File: src/rtl/seq_alu.sv
// Sequential ALU: single-cycle arithmetic/logic ops plus iterative restoring divide.
// Define SEQ_ALU_MUL_EN to add an iterative shift-add multiplier; otherwise MUL is illegal.

package seq_alu_pkg;
    typedef enum logic [4:0] {
        OP_ADD = 5'd0,
        OP_SUB = 5'd1,
        OP_SLL = 5'd2,
        OP_SRL = 5'd3,
        OP_AND = 5'd4,
        OP_SEQ = 5'd5,
        OP_MOD = 5'd6,
        OP_DIV = 5'd7,
        OP_MUL = 5'd8
    } op_e;
endpackage

module seq_alu
    import seq_alu_pkg::*;
#(
    parameter int unsigned WIDTH   = 8,
    parameter int unsigned SHAMT_W = $clog2(WIDTH)
) (
    input  logic             clk,
    input  logic             rst_n,
    input  logic             in_valid,
    output logic             in_ready,
    input  logic [4:0]       op,
    input  logic [WIDTH-1:0] a,
    input  logic [WIDTH-1:0] b,
    output logic             out_valid,
    input  logic             out_ready,
    output logic [WIDTH-1:0] result,
    output logic             flag_zero,
    output logic             flag_carry,
    output logic             illegal_op
);

    localparam int unsigned CNT_W = $clog2(WIDTH);

    typedef enum logic [1:0] {S_IDLE, S_ITER, S_DONE} state_e;
    typedef enum logic [1:0] {M_DIV, M_MOD, M_MUL} mode_e;

    state_e             r_state, w_state_nxt;
    mode_e              r_mode, w_mode_nxt;
    logic [CNT_W-1:0]   r_cnt, w_cnt_nxt;
    logic [WIDTH-1:0]   r_rem, w_rem_nxt;
    logic [WIDTH-1:0]   r_quo, w_quo_nxt;
    logic [WIDTH-1:0]   r_dvs, w_dvs_nxt;
    logic [WIDTH-1:0]   r_result, w_result_nxt;
    logic               r_zero, w_zero_nxt;
    logic               r_carry, w_carry_nxt;
    logic               r_illegal, w_illegal_nxt;
    logic               r_in_ready, w_in_ready_nxt;
    logic               r_out_valid, w_out_valid_nxt;
`ifdef SEQ_ALU_MUL_EN
    logic [WIDTH-1:0]   r_mcand, w_mcand_nxt;
    logic [WIDTH:0]     w_mul_sum;
`endif

    logic [WIDTH:0]     w_sum, w_dif;
    logic [SHAMT_W-1:0] w_shamt;
    logic               w_shift_ovf;
    logic [WIDTH-1:0]   w_res_c;
    logic [WIDTH:0]     w_rem_shift;
    logic               w_ge;
    logic [WIDTH-1:0]   w_step_rem, w_step_quo;

    assign in_ready   = r_in_ready;
    assign out_valid  = r_out_valid;
    assign result     = r_result;
    assign flag_zero  = r_zero;
    assign flag_carry = r_carry;
    assign illegal_op = r_illegal;

    // Single-cycle datapath, evaluated on the live operands at acceptance
    assign w_sum       = (WIDTH+1)'(a) + (WIDTH+1)'(b);
    assign w_dif       = (WIDTH+1)'(a) - (WIDTH+1)'(b);
    assign w_shamt     = b[SHAMT_W-1:0];
    assign w_shift_ovf = (b >> SHAMT_W) != '0;

    // One iteration: restoring-divide step, or shift-add step when multiplying
    always_comb begin
        w_rem_shift = {r_rem, r_quo[WIDTH-1]};
        w_ge        = w_rem_shift >= (WIDTH+1)'(r_dvs);
        w_step_rem  = w_ge ? WIDTH'(w_rem_shift - (WIDTH+1)'(r_dvs)) : WIDTH'(w_rem_shift);
        w_step_quo  = {r_quo[WIDTH-2:0], w_ge};
`ifdef SEQ_ALU_MUL_EN
        w_mul_sum   = (WIDTH+1)'(r_rem) + (WIDTH+1)'(r_quo[0] ? r_mcand : '0);
        if (r_mode == M_MUL) begin
            w_step_rem = w_mul_sum[WIDTH:1];
            w_step_quo = {w_mul_sum[0], r_quo[WIDTH-1:1]};
        end
`endif
    end

    always_comb begin
        w_state_nxt   = r_state;
        w_mode_nxt    = r_mode;
        w_cnt_nxt     = r_cnt;
        w_rem_nxt     = r_rem;
        w_quo_nxt     = r_quo;
        w_dvs_nxt     = r_dvs;
        w_result_nxt  = r_result;
        w_zero_nxt    = r_zero;
        w_carry_nxt   = r_carry;
        w_illegal_nxt = r_illegal;
        w_res_c       = '0;
`ifdef SEQ_ALU_MUL_EN
        w_mcand_nxt   = r_mcand;
`endif
        case (r_state)
            S_IDLE: begin
                if (in_valid) begin
                    w_state_nxt   = S_DONE;
                    w_carry_nxt   = 1'b0;
                    w_illegal_nxt = 1'b0;
                    case (op)
                        OP_ADD: begin
                            w_res_c     = w_sum[WIDTH-1:0];
                            w_carry_nxt = w_sum[WIDTH];
                        end
                        OP_SUB: begin
                            w_res_c     = w_dif[WIDTH-1:0];
                            w_carry_nxt = w_dif[WIDTH];
                        end
                        OP_SLL: w_res_c = w_shift_ovf ? '0 : (a << w_shamt);
                        OP_SRL: w_res_c = w_shift_ovf ? '0 : (a >> w_shamt);
                        OP_AND: w_res_c = a & b;
                        OP_SEQ: w_res_c = WIDTH'(a == b);
                        OP_DIV, OP_MOD: begin
                            if (b == '0) begin
                                w_res_c = (op == OP_DIV) ? '1 : a;
                            end else begin
                                w_state_nxt = S_ITER;
                                w_mode_nxt  = (op == OP_DIV) ? M_DIV : M_MOD;
                                w_cnt_nxt   = '0;
                                w_rem_nxt   = '0;
                                w_quo_nxt   = a;
                                w_dvs_nxt   = b;
                            end
                        end
`ifdef SEQ_ALU_MUL_EN
                        OP_MUL: begin
                            w_state_nxt = S_ITER;
                            w_mode_nxt  = M_MUL;
                            w_cnt_nxt   = '0;
                            w_rem_nxt   = '0;
                            w_quo_nxt   = b;
                            w_mcand_nxt = a;
                        end
`endif
                        default: w_illegal_nxt = 1'b1;
                    endcase
                    w_result_nxt = w_res_c;
                    w_zero_nxt   = (w_res_c == '0);
                end
            end
            S_ITER: begin
                w_rem_nxt = w_step_rem;
                w_quo_nxt = w_step_quo;
                w_cnt_nxt = r_cnt + 1'b1;
                if (r_cnt == CNT_W'(WIDTH-1)) begin
                    w_state_nxt   = S_DONE;
                    w_illegal_nxt = 1'b0;
                    w_carry_nxt   = 1'b0;
                    case (r_mode)
                        M_MOD:   w_res_c = w_step_rem;
                        M_MUL: begin
                            w_res_c     = w_step_quo;
                            w_carry_nxt = |w_step_rem;
                        end
                        default: w_res_c = w_step_quo;
                    endcase
                    w_result_nxt = w_res_c;
                    w_zero_nxt   = (w_res_c == '0);
                end
            end
            S_DONE: begin
                if (out_ready) begin
                    w_state_nxt = S_IDLE;
                end
            end
            default: w_state_nxt = S_IDLE;
        endcase
        w_in_ready_nxt  = (w_state_nxt == S_IDLE);
        w_out_valid_nxt = (w_state_nxt == S_DONE);
    end

    always_ff @(posedge clk or negedge rst_n) begin
        if (!rst_n) begin
            r_state     <= S_IDLE;
            r_mode      <= M_DIV;
            r_cnt       <= '0;
            r_rem       <= '0;
            r_quo       <= '0;
            r_dvs       <= '0;
            r_result    <= '0;
            r_zero      <= 1'b0;
            r_carry     <= 1'b0;
            r_illegal   <= 1'b0;
            r_in_ready  <= 1'b1;
            r_out_valid <= 1'b0;
`ifdef SEQ_ALU_MUL_EN
            r_mcand     <= '0;
`endif
        end else begin
            r_state     <= w_state_nxt;
            r_mode      <= w_mode_nxt;
            r_cnt       <= w_cnt_nxt;
            r_rem       <= w_rem_nxt;
            r_quo       <= w_quo_nxt;
            r_dvs       <= w_dvs_nxt;
            r_result    <= w_result_nxt;
            r_zero      <= w_zero_nxt;
            r_carry     <= w_carry_nxt;
            r_illegal   <= w_illegal_nxt;
            r_in_ready  <= w_in_ready_nxt;
            r_out_valid <= w_out_valid_nxt;
`ifdef SEQ_ALU_MUL_EN
            r_mcand     <= w_mcand_nxt;
`endif
        end
    end

endmodule

File: config.mk
export PLATFORM = sky130hd
export DESIGN_NAME = seq_alu
export DESIGN_NICKNAME = d
export VERILOG_FILES = /design/src/rtl/seq_alu.sv
export SDC_FILE = /design/constraint.sdc
export NUM_CORES = 1
export LEC_CHECK = 0
export CORE_MARGIN = 3
export CORE_UTILIZATION = 35
export DETAILED_ROUTE_END_ITERATION = 10
export PLACE_DENSITY = 0.59
export SLEW_MARGIN = 20
export SYNTH_ARGS = -nofsm -noshare
export SYNTH_HDL_FRONTEND = slang
export SYNTH_SLANG_ARGS = --single-unit
File: constraint.sdc
create_clock -name clk -period 3.3 [get_ports clk]
set_clock_uncertainty 0.2 [all_clocks]
set_input_delay 0.99 -clock clk [delete_from_list [all_inputs] [get_ports clk]]
set_output_delay 0.99 -clock clk [all_outputs]
set_load 0.03 [all_outputs]
==> impl_summary.log <==
[metrics] result of the run: completed
[metrics] Unique masters post-synth: slightly below 60
[metrics] Chip Height: 113 um
[metrics] initial core utilization: 36.4%
[metrics] overall power: 0.00312 W
[metrics] signal arrival time at the worst endpoint: 3.21 ns
[metrics] Internal Power: 0.00184 W
[metrics] combinational fraction of design power: 55.1%
[metrics] I/O pin total: 38
[metrics] Critical Path Start Type: primary input
[metrics] critical path type: in2reg
[metrics] final number of hold-violating endpoints: 0
[metrics] startpoint of the most critical register-to-register path: r_rem[5]
[metrics] largest fanout on the critical path: 7
[metrics] most frequently used cell type in the post-synthesis netlist: nand2_1
[metrics] number of vias per cell: 5.60
[metrics] initial antenna violation count: 0
[metrics] depth of the most critical reg-to-reg path: 10
[metrics] number of clock sinks: 43
[metrics] register share of total power: 27.2%
[metrics] total die area: 12800 um2
[metrics] combined area of all synthesized cells: 4020 um2
[metrics] share of total power consumed by net switching: approximately 41%
[metrics] Worst Tran Pin Value: 0.960 ns
[metrics] ranking of synthesized cells by area: dfrtp_1, ha_1, mux2i_1
[metrics] remaining design rule violation count: 0
[metrics] Warnings, synthesis: 0
[metrics] register-to-register path setup slack: 0.37 ns
[metrics] number of synthesized register bits: 43
[metrics] fmax: 0.309 GHz
[metrics] number of standard cells after synthesis: just under 500
[metrics] peak supply drop: 670 uV
[metrics] via count of the first global-routing pass: 3976
[metrics] Buffers on Ports: 37
[metrics] total routed wirelength: 12900 um
[metrics] post-route minimum period: 3.24 ns
[metrics] max-slew violation count: 0
[metrics] leakage power of the design: 2.53 nW
[metrics] class of the tightest hold or removal check: reg2reg
[metrics] count of filler cells inserted in the layout: 1072
[metrics] total power per unit cell area: between 500 and 600 nW/um2
[metrics] Cell Rows: 38
[metrics] Skew-Pair Late Insertion Delay: 0.28 ns
[metrics] post-synthesis average cell area: 8.25 um2
[metrics] CTS H-Tree Depth: 2
[metrics] quantity of hold-fixing buffers added after cts: 0
[metrics] TritonCTS buffer count: 5
[metrics] overall global routing resource usage: 20.3%
[metrics] global-route wire length before repair: approximately 21000 um
[metrics] ANT cells: 0
[metrics] setup slack after placement: -0.682 ns
[metrics] RD Place Congestion: slightly above 0.9
[metrics] area inside the core boundary: between 10000 and 15000 um2
[metrics] Clock Power Share: 17.7%
[metrics] Seq/Total Area, Yosys: 26.8%
[metrics] clock edge transition at the registers on the reported setup and hold paths: 0.06 ns
[metrics] routed wire length per instance: between 15 and 20 um
[metrics] ANT nets after route: 0
[metrics] most common library cells after synthesis: nand2_1, dfrtp_1, o21ai_0
[metrics] Net Count, Synth: 543
[metrics] fin worst setup slack: 0.0622 ns
[metrics] count of flip-flops with a built-in enable after synthesis: 0
[metrics] endpoints failing setup: 0
[metrics] Fin Hold WS: around 0.28 ns
[metrics] asr flop ratio synth: 100%
[metrics] ratio of final minimum period to clock period: 98.1%
[metrics] worst endpoint required time: approximately 3.3 ns
[metrics] 1st-pass router iterations: 5
[metrics] Max-Cap Viols: 0
[metrics] placed wire-length estimate: 9980 um
[metrics] destination of the worst hold path: r_dvs[2]
[metrics] Setup crit end kind: flip-flop
[metrics] Sw Pwr: about 0.0013 W
[metrics] cell taking the most area after synthesis: dfrtp_1
[metrics] Final #Nets: between 600 and 700
[metrics] CTS root buf: clkbuf_16
[metrics] Max Buffers Root-to-Sink: 2
[metrics] Via Count: 4130
[metrics] hold path startpoint: r_dvs[2]
[metrics] Post-Route Utilization: 51.1%
[metrics] fraction of layout cells with a size suffix above 1: between 20 and 30%
[metrics] RSZ-0062 raised after global routing: true
[metrics] total gr overflow: 0
[metrics] width of the die: 113 um
[metrics] Syn-to-layout area delta: 40.3%
[metrics] number of design-rule violations left by the first detailed-router iteration: 249
[metrics] tightest slew margin relative to the limit: between 30% and 40%
[metrics] area share of the largest cell type after synthesis: a little over a quarter
[metrics] clock tree from TritonCTS: done
[metrics] most used flip-flop cell after synthesis: dfrtp_1
[metrics] count of cells along the worst hold path: 2
[metrics] RR Endpoint: flag_zero
[metrics] pin count of the biggest net entering global routing: 44
==> sequential cells by signal, indices dropped and copies added, names as in the netlist <==
signal,flops
flag_zero,1
r_dvs,8
r_mode,1
r_quo,8
r_cnt,3
illegal_op,1
in_ready,1
out_valid,1
r_rem,8
r_state,2
flag_carry,1
result,8
==> kinds of logic (layout without fill, tap and decap cells) <==
group / after synthesis / count (layout) / share of synthesized area (%)
fa+ha+maj: 31 / 31 / 10.2
compound gates: 145 / 145 / 23.0
simple gates: 149 / 149 / 18.1
flops: 43 / 43 / 26.8
xor+xnor: 11 / 11 / 2.40
mux: 44 / 44 / 13.0
buf+inv: 64 / 175 / 6.51
==> power groups by stage <==
stage,Sequential (W),Combinational (W),Clock [W]
final,0.000849,0.00172,0.000554
after global routing,0.000877,0.00191,0.000590
after CTS,0.000847,0.00170,0.000566
after detailed placement,0.000857,0.00167,0
after global placement,0.000847,0.00163,0
after floorplan,0.000858,0.00114,0
==> placed cells by master (no fill, tap or decap), drive strengths merged, types with 5 or more instances in the layout <==
cell and n:
buf 105, nand2 50, o21ai 49, dfrtp 42, nor2 35, a21oi 33, mux2i 32, inv 30
ha 28, clkdlybuf4s50 20, nor3 15, nand4 10, nor2b 10, xnor2 9, dlygate4sd2 9, clkbuf 7
a21o 6, a31oi 6, mux2 6, mux4 6, o31ai 6, nand3 6, a211oi 6, nand2b 5
a22o 5
==> per-stage QoR <==
stage	instances	setup TNS, ns	instance area, um2
after floorplan	487	0	4080
after global placement	718	-4.26	5140
after detailed placement	718	-4.41	5140
after CTS	736	0	5510
after global routing	738	-0.0394	5640
final	738	0	5640
==> worst max path at each step <==
stage	start	end	slack, ns	cells after the start
2_1_floorplan	b[1]	flag_zero	0.003	12
3_3_place_gp	b[0]	flag_zero	-0.68	10
3_5_place_dp	a[0]	flag_zero	-0.68	11
4_1_cts	b[2]	flag_zero	0.001	10
5_1_grt	a[0]	flag_zero	-0.04	12
6_report	op[1]	flag_zero	0.06	8
==> worst max-delay path: stages <==
cell	delay, ns
clkdlybuf4s50_1	0.47
or3b_4	0.41
or4_4	0.57
buf_6	0.16
o2111ai_4	0.19
a21o_1	0.12
o41ai_2	0.08
a41o_1	0.21
==> what timing repair did <==
| item | 4_1_cts | 5_1_grt |
|---|---|---|
| pin swaps | 16 | 17 |
| gates resized for setup | 54 | 33 |
| setup buffers | 10 | 2 |
| endpoints found under the setup margin | 9 | 4 |
==> final cells by class <==
type | instances | area, um2 | area share, %
repair buffers | 137 | 1190 | 21.2
clock inverters | 1 | 30.0 | 0.533
clock buffers | 7 | 133 | 2.35
well taps | 140 | 175 | 3.11
inverters | 30 | 118 | 2.09
multi-input cells | 380 | 2910 | 51.6
flip-flops and latches | 43 | 1080 | 19.1
==> layer usage <==
| metal | track usage [%] | vias up | wire [um] |
|---|---|---|---|
| li1 | - | 2001 | - |
| met1 | 27.7 | 1985 | 5920 |
| met2 | 34.4 | 119 | 6120 |
| met3 | 1.66 | 25 | 502 |
| met4 | 5.93 | 0 | 329 |
| met5 | 0 | - | 0 |
Note: power is estimated with default switching activity, not from simulation.
